==> src/rtl/conv_pkg.sv <==
// conv_pkg: shared constants and helpers for the FIR requantiser.
//   calc_in_width      - accumulator width from data and coefficient widths
//   fill_beats_default - upstream pipeline fill depth from the multiplier count
//   sat_max / sat_min  - output clamp limits for a given output width
// Macro CONV_REQUANT_SYM_SAT_EN: when defined, sat_min is -(2^(w-1)-1),
// which gives a symmetric output range.
package conv_pkg;

    function automatic int unsigned calc_in_width(int unsigned data_w, int unsigned coef_w);
        return data_w + coef_w + 4;
    endfunction

    function automatic int unsigned fill_beats_default(int unsigned mult_num);
        return 5 + $clog2(mult_num);
    endfunction

    localparam int unsigned DEF_MULT_NUM   = 32;
    localparam int unsigned DEF_FILL_BEATS = fill_beats_default(DEF_MULT_NUM);
    localparam int unsigned DEF_IN_WIDTH   = calc_in_width(16, 16);

    function automatic longint sat_max(int unsigned out_w);
        return (longint'(1) <<< (out_w - 1)) - longint'(1);
    endfunction

    function automatic longint sat_min(int unsigned out_w);
`ifdef CONV_REQUANT_SYM_SAT_EN
        return -sat_max(out_w);
`else
        return -(longint'(1) <<< (out_w - 1));
`endif
    endfunction

endpackage

==> src/rtl/requant_lane.sv <==
// requant_lane: one phase of the requantiser.
//   Input register -> round-half-up arithmetic shift -> clamp into o_y.
//   Every register advances only when i_vld is high.
// Ports: clk, reset (async, active-high), i_vld, i_x (signed word),
//        i_shift (shift amount), o_y (registered sample),
//        o_sat_c (the clamp taken by the next i_vld beat; combinational).
module requant_lane
    import conv_pkg::*;
#(
    parameter int unsigned IN_W    = 36,
    parameter int unsigned OUT_W   = 16,
    parameter int unsigned SHIFT_W = 6
) (
    input  logic               clk,
    input  logic               reset,
    input  logic               i_vld,
    input  logic [IN_W-1:0]    i_x,
    input  logic [SHIFT_W-1:0] i_shift,
    output logic [OUT_W-1:0]   o_y,
    output logic               o_sat_c
);

    localparam int unsigned          SH_MAX = IN_W - 1;
    localparam logic signed [IN_W:0] MAX_V  = (IN_W+1)'(sat_max(OUT_W));
    localparam logic signed [IN_W:0] MIN_V  = (IN_W+1)'(sat_min(OUT_W));

    logic signed [IN_W-1:0] x_q, x_d;
    logic [SHIFT_W-1:0]     sh_q, sh_d;
    logic signed [IN_W:0]   r_q, r_d;
    logic [OUT_W-1:0]       y_q, y_d;
    logic signed [IN_W:0]   rnd_c, sum_c;
    logic [OUT_W-1:0]       y_sat_c;
    int unsigned            sh_c;

    // Rounding shift on the registered word, then clamp of the shifted value.
    always_comb begin
        x_d     = x_q;
        sh_d    = sh_q;
        r_d     = r_q;
        y_d     = y_q;
        o_sat_c = 1'b0;
        y_sat_c = r_q[OUT_W-1:0];

        sh_c  = (32'(sh_q) > SH_MAX) ? SH_MAX : 32'(sh_q);
        rnd_c = '0;
        if (sh_c != 0) begin
            rnd_c = (IN_W+1)'(1) << (sh_c - 1);
        end
        // One guard bit keeps the rounding add from wrapping.
        sum_c = {x_q[IN_W-1], x_q} + rnd_c;

        if (r_q > MAX_V) begin
            y_sat_c = MAX_V[OUT_W-1:0];
            o_sat_c = 1'b1;
        end else if (r_q < MIN_V) begin
            y_sat_c = MIN_V[OUT_W-1:0];
            o_sat_c = 1'b1;
        end

        if (i_vld) begin
            x_d  = i_x;
            sh_d = i_shift;
            r_d  = sum_c >>> sh_c;
            y_d  = y_sat_c;
        end
    end

    always_ff @(posedge clk or posedge reset) begin
        if (reset) begin
            x_q  <= '0;
            sh_q <= '0;
            r_q  <= '0;
            y_q  <= '0;
        end else begin
            x_q  <= x_d;
            sh_q <= sh_d;
            r_q  <= r_d;
            y_q  <= y_d;
        end
    end

    assign o_y = y_q;

endmodule

==> src/rtl/conv_requant.sv <==
// conv_requant: requantises the polyphase FIR accumulator words to output samples.
//   Each phase uses a round-half-up right shift followed by a clamp.
//   o_vldout is suppressed until the upstream pipeline has filled.
//   Saturation is reported through a sticky flag and a beat counter.
// Ports: clk, reset (async, active-high), i_dtin / o_dout (phase-packed buses),
//        i_vldin, i_shift, i_flush, i_sat_clr, o_vldout, o_sat_sticky, o_sat_cnt.
// Macro CONV_REQUANT_SYM_SAT_EN: selects a symmetric clamp range.
module conv_requant
    import conv_pkg::*;
#(
    parameter int unsigned _IN_WIDTH    = DEF_IN_WIDTH,
    parameter int unsigned _OUT_WIDTH   = 16,
    parameter int unsigned _PHASE_NUM   = 1,
    parameter int unsigned _SHIFT_WIDTH = 6,
    parameter int unsigned _FILL_BEATS  = DEF_FILL_BEATS,
    parameter int unsigned _CNT_WIDTH   = 16
) (
    input  logic                            clk,
    input  logic                            reset,
    input  logic [_IN_WIDTH*_PHASE_NUM-1:0]  i_dtin,
    input  logic                            i_vldin,
    input  logic [_SHIFT_WIDTH-1:0]          i_shift,
    input  logic                            i_flush,
    input  logic                            i_sat_clr,
    output logic [_OUT_WIDTH*_PHASE_NUM-1:0] o_dout,
    output logic                            o_vldout,
    output logic                            o_sat_sticky,
    output logic [_CNT_WIDTH-1:0]            o_sat_cnt
);

    localparam int unsigned CW = _CNT_WIDTH;
    localparam int unsigned FW = $clog2(_FILL_BEATS + 3);
    // The counter saturates here: the fill beats plus the two data stages.
    localparam logic [FW-1:0] FILL_DONE = FW'(_FILL_BEATS + 2);

    logic [_PHASE_NUM-1:0] sat_vec_c;
    logic [FW-1:0]         fill_q, fill_d;
    logic                  vld_q, vld_d;
    logic                  sticky_q, sticky_d;
    logic [CW-1:0]         cnt_q, cnt_d;
    logic                  sat_ev_c;

    // One lane per phase.
    for (genvar k = 0; k < _PHASE_NUM; k++) begin : g_lane
        requant_lane #(
            .IN_W    (_IN_WIDTH),
            .OUT_W   (_OUT_WIDTH),
            .SHIFT_W (_SHIFT_WIDTH)
        ) u_lane (
            .clk     (clk),
            .reset   (reset),
            .i_vld   (i_vldin),
            .i_x     (i_dtin[_IN_WIDTH*k +: _IN_WIDTH]),
            .i_shift (i_shift),
            .o_y     (o_dout[_OUT_WIDTH*k +: _OUT_WIDTH]),
            .o_sat_c (sat_vec_c[k])
        );
    end

    // Fill tracking and saturation statistics.
    always_comb begin
        fill_d   = fill_q;
        sticky_d = sticky_q;
        cnt_d    = cnt_q;

        // vld_d sees the counter before this edge's increment; flush overrides.
        vld_d = i_vldin && !i_flush && (fill_q == FILL_DONE);
        if (i_flush) begin
            fill_d = '0;
        end else if (i_vldin && (fill_q != FILL_DONE)) begin
            fill_d = fill_q + FW'(1);
        end

        sat_ev_c = i_vldin && (|sat_vec_c);
        // A clear in the same cycle still keeps this beat's event.
        if (i_sat_clr) begin
            sticky_d = sat_ev_c;
            cnt_d    = sat_ev_c ? CW'(1) : '0;
        end else if (sat_ev_c) begin
            sticky_d = 1'b1;
            if (cnt_q != '1) begin
                cnt_d = cnt_q + CW'(1);
            end
        end
    end

    always_ff @(posedge clk or posedge reset) begin
        if (reset) begin
            fill_q   <= '0;
            vld_q    <= 1'b0;
            sticky_q <= 1'b0;
            cnt_q    <= '0;
        end else begin
            fill_q   <= fill_d;
            vld_q    <= vld_d;
            sticky_q <= sticky_d;
            cnt_q    <= cnt_d;
        end
    end

    assign o_vldout     = vld_q;
    assign o_sat_sticky = sticky_q;
    assign o_sat_cnt    = cnt_q;

endmodule
==> config.mk <==
export PLATFORM = sky130hd
export DESIGN_NAME = conv_requant
export DESIGN_NICKNAME = d
export VERILOG_FILES = /design/src/rtl/conv_pkg.sv /design/src/rtl/requant_lane.sv /design/src/rtl/conv_requant.sv
export SDC_FILE = /design/constraint.sdc
export NUM_CORES = 1
export LEC_CHECK = 0
export CAP_MARGIN = 0
export CORE_MARGIN = 1.5
export CORE_UTILIZATION = 60
export CTS_CLUSTER_DIAMETER = 100
export CTS_CLUSTER_SIZE = 28
export DETAILED_ROUTE_END_ITERATION = 16
export PLACE_DENSITY = 0.79
export SYNTH_ARGS = -nofsm -noshare
export SYNTH_HDL_FRONTEND = slang
export SYNTH_SLANG_ARGS = --single-unit
==> constraint.sdc <==
create_clock -name clk -period 10.1 [get_ports clk]
set_input_delay 2.02 -clock clk [delete_from_list [all_inputs] [get_ports clk]]
set_output_delay 2.02 -clock clk [all_outputs]
set_load 0.01 [all_outputs]
* Yosys cells after proc, flatten, opt, wreduce, memory -nomap -nowiden
Cells that the tools add are included.
** Word-level totals
- Register bits :: 117
- Bits of input ports :: 47
- Output and inout port bits :: 34
- Logic and storage cells :: 44
** Cells by class
- Add/subtract/negate cells :: 4
- Magnitude comparators :: 3
- Equal/unequal tests :: 3
- Shift-type cells :: 2
- Mux-type cells :: 14
- Reduce and logical (&&, ||, !) cells :: 10
** Operator list (count)
- two-way mux 16 bit :: 5
- adder 37 bit :: 1
- > comparator 37 x 16 -> 1 bit (second input constant) :: 1
- < comparator 37 x 16 -> 1 bit (second input constant) :: 1
- two-way mux 37 bit :: 1
- left shift 1 x 32 -> 37 bit (first input constant) :: 1
- >>> shifter 37 x 32 -> 37 bit :: 1
- nonzero test 32 bit :: 1
- subtractor 32 x 1 -> 32 bit (second input constant) :: 1
- adder 16 x 1 -> 16 bit (second input constant) :: 1
- != test 16 bit (second input constant) :: 1
- two-way mux 4 bit :: 2
- > comparator 6 bit (second input constant) :: 1
- two-way mux 6 bit :: 1
- nonzero test 2 bit :: 3
- two-way mux 1 bit :: 5
- adder 4 x 1 -> 4 bit (second input constant) :: 1
- == test 4 bit (second input constant) :: 1
- logical AND 1 bit :: 4
- != test 4 bit (second input constant) :: 1
- AND reduction 2 bit :: 1
- zero test 1 bit :: 1

* Logic depth before layout (Yosys ltp)
- Word-level depth :: 7
- Depth in mapped cells :: 27

* Modules after synthesis
Synthesis repeated with hierarchy kept, for this count alone.
** Unflattened totals
- Cells, all modules :: 1270
- Area total of the unflattened synthesis :: 10166.0 sq um
** By module, submodules not included
- requant_lane :: times used 1, cells an instance 1139, area an instance 8944.8 sq um, seq. area each 2377.3 sq um
- conv_requant :: times used 1, cells an instance 131, area an instance 1221.2 sq um, seq. area each 550.5 sq um

* Least setup slack after synthesis
OpenSTA, ideal clock, no wires.
- Path kind :: register to register
- Start :: register g_lane[0].u_lane.sh_q[3]
- End :: register g_lane[0].u_lane.r_q[9]
- Setup time :: 126 ps
- Arrival time :: 5924 ps
- Slack :: 4050 ps
- Cell stages (with the launch flop) :: 27
- Buffers on the path :: 5
- Cell sequence :: dfrtp_1 > buf_2 > o31a_1 > or2_2 > inv_1 > buf_2 > buf_1 > clkbuf_1 > ha_1 > a21oi_1 > nor3_1 > nand2b_1 > nand2b_1 > nor2_1 > ha_1 > buf_4 > a21o_1 > a31oi_4 > o221a_2 > nor3_2 > nor4_4 > a21oi_1 > or3_1 > o211a_1 > a21oi_4 > a211oi_1 > o32a_1
** On the way
- Longest elaborated chain between the ends :: 7
** Ends and longest elaborated chain
- start, declared :: RTL line requant_lane.sv:28 : logic [SHIFT_W-1:0] sh_q, sh_d;
- start signal, assigned :: RTL line requant_lane.sv:71 : sh_q <= '0;
- start signal, assigned :: RTL line requant_lane.sv:76 : sh_q <= sh_d;
- > comparator 6 bit :: RTL line requant_lane.sv:44 : sh_c = (32'(sh_q) > SH_MAX) ? SH_MAX : 32'(sh_q);
- two-way mux 6 bit * :: RTL line requant_lane.sv:44
- subtractor 32 x 1 -> 32 bit :: RTL line requant_lane.sv:47 : rnd_c = (IN_W+1)'(1) << (sh_c - 1);
- left shift 1 x 32 -> 37 bit :: RTL line requant_lane.sv:47
- two-way mux 37 bit :: RTL line requant_lane.sv:46 : if (sh_c != 0) begin
- adder 37 bit :: RTL line requant_lane.sv:50 : sum_c = {x_q[IN_W-1], x_q} + rnd_c;
- >>> shifter 37 x 32 -> 37 bit * :: RTL line requant_lane.sv:63 : r_d = sum_c >>> sh_c;
- end signal, assigned :: RTL line requant_lane.sv:77 : r_q <= r_d;
- end, declared :: RTL line requant_lane.sv:29 : logic signed [IN_W:0] r_q, r_d;
Mark *: on every way between the ends. The rest lies on a longest branch, timed or not.
A chain may end at the register's enable or synchronous reset.

* Worst setup path after layout
- Start :: register g_lane[0].u_lane.sh_q[3]
- End :: register g_lane[0].u_lane.r_q[24]
Same word-level chain as after synthesis.

==> metrics.csv <==
stage,metric,value,unit
synth,async_flop_share,1.00,
floorplanning,io_pins,81,
layout,drive_above_1_share,0.114,
critical_path,crit_path_cell_trace,o31a_1 -> or2_2 -> inv_1 -> ha_1 -> xnor2_1 -> nand2b_1 -> nand2b_1 -> nor2_1 -> ha_1 -> nand4_1 -> nor2_1 -> nand2_1 -> a21oi_1 -> nor4_4 -> a211o_1 -> mux2i_1 -> o32ai_1 -> nor2_1 -> a2bb2oi_1 -> o221ai_1,
grt,grt_remaining_overflow,0,
synth,synth.distinct_cells,103,
placed_design,portBuffers,80,
floorplanning,floorplan.initialDensity,0.617,
layout,fin_nets,1406,
grt,grt_use_met1,0.490,
layout,num_antenna_cells,0,
grt,antenna_found_initial,0,
synth,synth_cells,1280,
timing,tns,0,ps
critical_path,path_max_fanout,39,
synth,yosys_most_used_dff,dfrtp_1,
clock_tree,cts_tree,yes,
layout,fin_area,11700,um^2
synth,synth_seq_cells,117,
synth,syn-cell-area,10300,um^2
timing,finalHoldWorstSlack,509,ps
floorplanning,die_w,134,um
critical_path,slowest_delay,680,ps
clock_tree,clockRootBuffer,clkbuf_16,
placed_design,pre_cts_slack,3250,ps
floorplanning,std_cell_rows,47,
placed_design,dp_hpwl,24600,um
timing,setup_viol,0,
outcome,outcome,finished clean,
timing,slew_viol_final,0,
synth,synth.area.top_cells,"dfrtp_1 (28%), a21oi_1 (6.2%), nor2_1 (6.2%), mux2_2 (5.5%), ha_1 (5.0%)",
timing,period_share,0.708,
critical_path,crit_top_cell,nor2_1,
timing,rsz0062_at_grt,no,
power,p_leak,4.72,nW
timing,worst_slew_pin_slew,927,ps
critical_path,cp.required,10390,ps
timing,skew,18.0,ps
detailed_routing,vias,10700,
grt,grt_pass1_vias,10000,
timing,setup_ws,2950,ps
detailed_routing,drc,0,
timing,hold_viol_final,0,
grt,grt_pass1_wl,53500,um
critical_path,path_class,flop to flop,
power,power,1.96,mW
placed_design,placed_area,11200,um^2
detailed_routing,vias_per_cell,6.91,
synth,synth.avg_cell_area,8.04,um^2
clock_tree,clk_transition_reported_paths,70,ps
clock_tree,insertion_delay,440,ps
grt,grt_max_degree,73,
worst_hold_path,hp-class,flop to flop,
clock_tree,cts-resized-gates,0,
synth,ys_seq_area_frac,0.284,
synth,synth_nets,1369,
power,powerDensity,167,nW/um^2
critical_path,arrival,7440,ps
floorplanning,dieArea,18000,um^2
floorplanning,dieHeight,134,um
critical_path,crit_path_start_kind,flop,
grt,met3_usage,0.0627,
clock_tree,cts_hold_buf,0,
floorplanning,core,16700,um^2
placed_design,dp.cells,1518,
clock_tree,cts_max_level,4,
timing,period_minus_slack,7150,ps
grt,grt_usage,0.379,
detailed_routing,drtAntennaViolNets,0,
synth,yosysWarnings,0,
flow_run,cap_violations,0,
synth,synth_top_area_frac,0.284,
clock_tree,cts.sinks,117,
grt,grt_most_used_layer,met2,
detailed_routing,drt_wl_total,33700,um
timing,relSlewSlack,0.381,
clock_tree,cts_setup_buffers,0,
detailed_routing,drt_iter0_markers,1297,
timing,fmax,140,MHz
synth,yosys.area.top_type,dfrtp_1,
clock_tree,cts_buffer_depth,2,
critical_path,critPathSlowestCell,dfrtp_1,
synth,synth-edff-count,0,
placed_design,gp_congestion,1.05,
detailed_routing,drt_pass1_iterations,7,
layout,fin_cells,1550,
power,max-vdd-ir-drop,0.125,mV
grt,grt_use_met2,0.595,
critical_path,end_kind,flop,
layout,area.growth.synth_to_final,14.0,%
detailed_routing,post_drt_wl_per_cell,21.7,um
clock_tree,numCtsBuffers,17,
layout,fin_util,0.703,
Yosys cell counts (all sizes together) (15+ instances only):
cell type / number
clkbuf: 42
xor2: 16
o211ai: 19
ha: 41
nand4: 25
a21oi: 132
nand3: 39
xnor2: 22
nor3: 34
nor4: 15
dfrtp: 117
a211oi: 19
nand2: 128
nor2: 171
mux2: 50
a21o: 16
mux2i: 33
inv: 20
a31oi: 22
o21ai: 81
buf: 34
state kept, by name (all words and copies together) (netlist names):
register and flops:
g_lane.u_lane.x_q 36, g_lane.u_lane.o_y 16, o_vldout 1, o_sat_cnt 16
o_sat_sticky 1, g_lane.u_lane.sh_q 6, g_lane.u_lane.r_q 37, fill_q 4
worst max-delay path, delay by kind of cell, from the launching register on:
| kind | cells | cell delay, ps |
|---|---|---|
| simple gates | 9 | 2760 |
| compound gates | 6 | 1790 |
| fa+ha+maj | 2 | 860 |
| flops | 1 | 680 |
| xor+xnor | 1 | 440 |
| mux | 1 | 290 |
| buf+inv | 1 | 140 |
cell usage in the layout, fill, tap and decap left out, types with 13 or more instances in the layout:
| master | synthesis | routed |
|---|---|---|
| inv_1 | 19 | 18 |
| mux2i_1 | 31 | 31 |
| nor4_1 | 13 | 13 |
| xor2_1 | 15 | 15 |
| nand2_1 | 126 | 126 |
| o21a_1 | 13 | 13 |
| nand4_1 | 24 | 24 |
| xnor2_1 | 20 | 20 |
| clkdlybuf4s50_1 | 0 | 79 |
| mux2_2 | 50 | 50 |
| ha_1 | 41 | 41 |
| o21ai_0 | 78 | 78 |
| buf_4 | 4 | 15 |
| clkbuf_16 | 0 | 17 |
| a31oi_1 | 19 | 19 |
| a21oi_1 | 127 | 127 |
| or3_1 | 13 | 13 |
| nor3_1 | 31 | 31 |
| nor2_1 | 169 | 169 |
| nand3_1 | 36 | 36 |
| dfrtp_1 | 117 | 117 |
| o211ai_1 | 18 | 18 |
| a211oi_1 | 16 | 16 |
| a21o_1 | 15 | 15 |
worst paths after layout:
check | to | start | slack (ps) | depth (start not counted)
worst max-delay path | g_lane[0].u_lane.r_q[24] | g_lane[0].u_lane.sh_q[3] | 2950 | 20
worst min-delay path | g_lane[0].u_lane.o_y[15] | g_lane[0].u_lane.o_y[15] | 510 | 1
worst max register to register | g_lane[0].u_lane.r_q[24] | g_lane[0].u_lane.sh_q[3] | 2950 | 20
worst min register to register | g_lane[0].u_lane.o_y[15] | g_lane[0].u_lane.o_y[15] | 510 | 1
max in group asynchronous | g_lane[0].u_lane.x_q[29] | reset | 6770 | 3
min in group asynchronous | o_sat_sticky | reset | 2000 | 2
final cells by class:
cell class / instances / area (um^2)
fillers: 1406 / 4960
repair buffers: 94 / 903
inverters: 20 / 77.6
clock buffers: 20 / 457
well taps: 220 / 275
multi-input cells: 1067 / 6970
clock inverters: 12 / 128
flip-flops and latches: 117 / 2930
logic make-up (layout without fill, tap and decap cells):
| kind of cell | after synthesis | count (layout) | share of synthesized area |
|---|---|---|---|
| AO/OA/AOI/OAI | 421 | 421 | 0.277 |
| XOR/XNOR | 38 | 38 | 0.0345 |
| adder cells (fa/ha/maj) | 42 | 42 | 0.0518 |
| buffers and inverters | 96 | 146 | 0.0390 |
| flip-flops | 117 | 117 | 0.284 |
| multiplexers | 84 | 84 | 0.0897 |
| AND/OR/NAND/NOR | 482 | 482 | 0.224 |
metal layers:
layer	vias to the layer above	wire [um]
met3	152	2780
li1	4859	-
met4	0	2080
met2	654	15100
met5	-	0
met1	5043	13700
report_power, final:
| group | total [mW] | switching [mW] | internal (mW) |
|---|---|---|---|
| clock | 0.627 | 0.251 | 0.376 |
| sequential | 0.599 | 0.0603 | 0.538 |
| combinational | 0.737 | 0.461 | 0.275 |
Note: power is estimated with default switching activity, not from simulation.
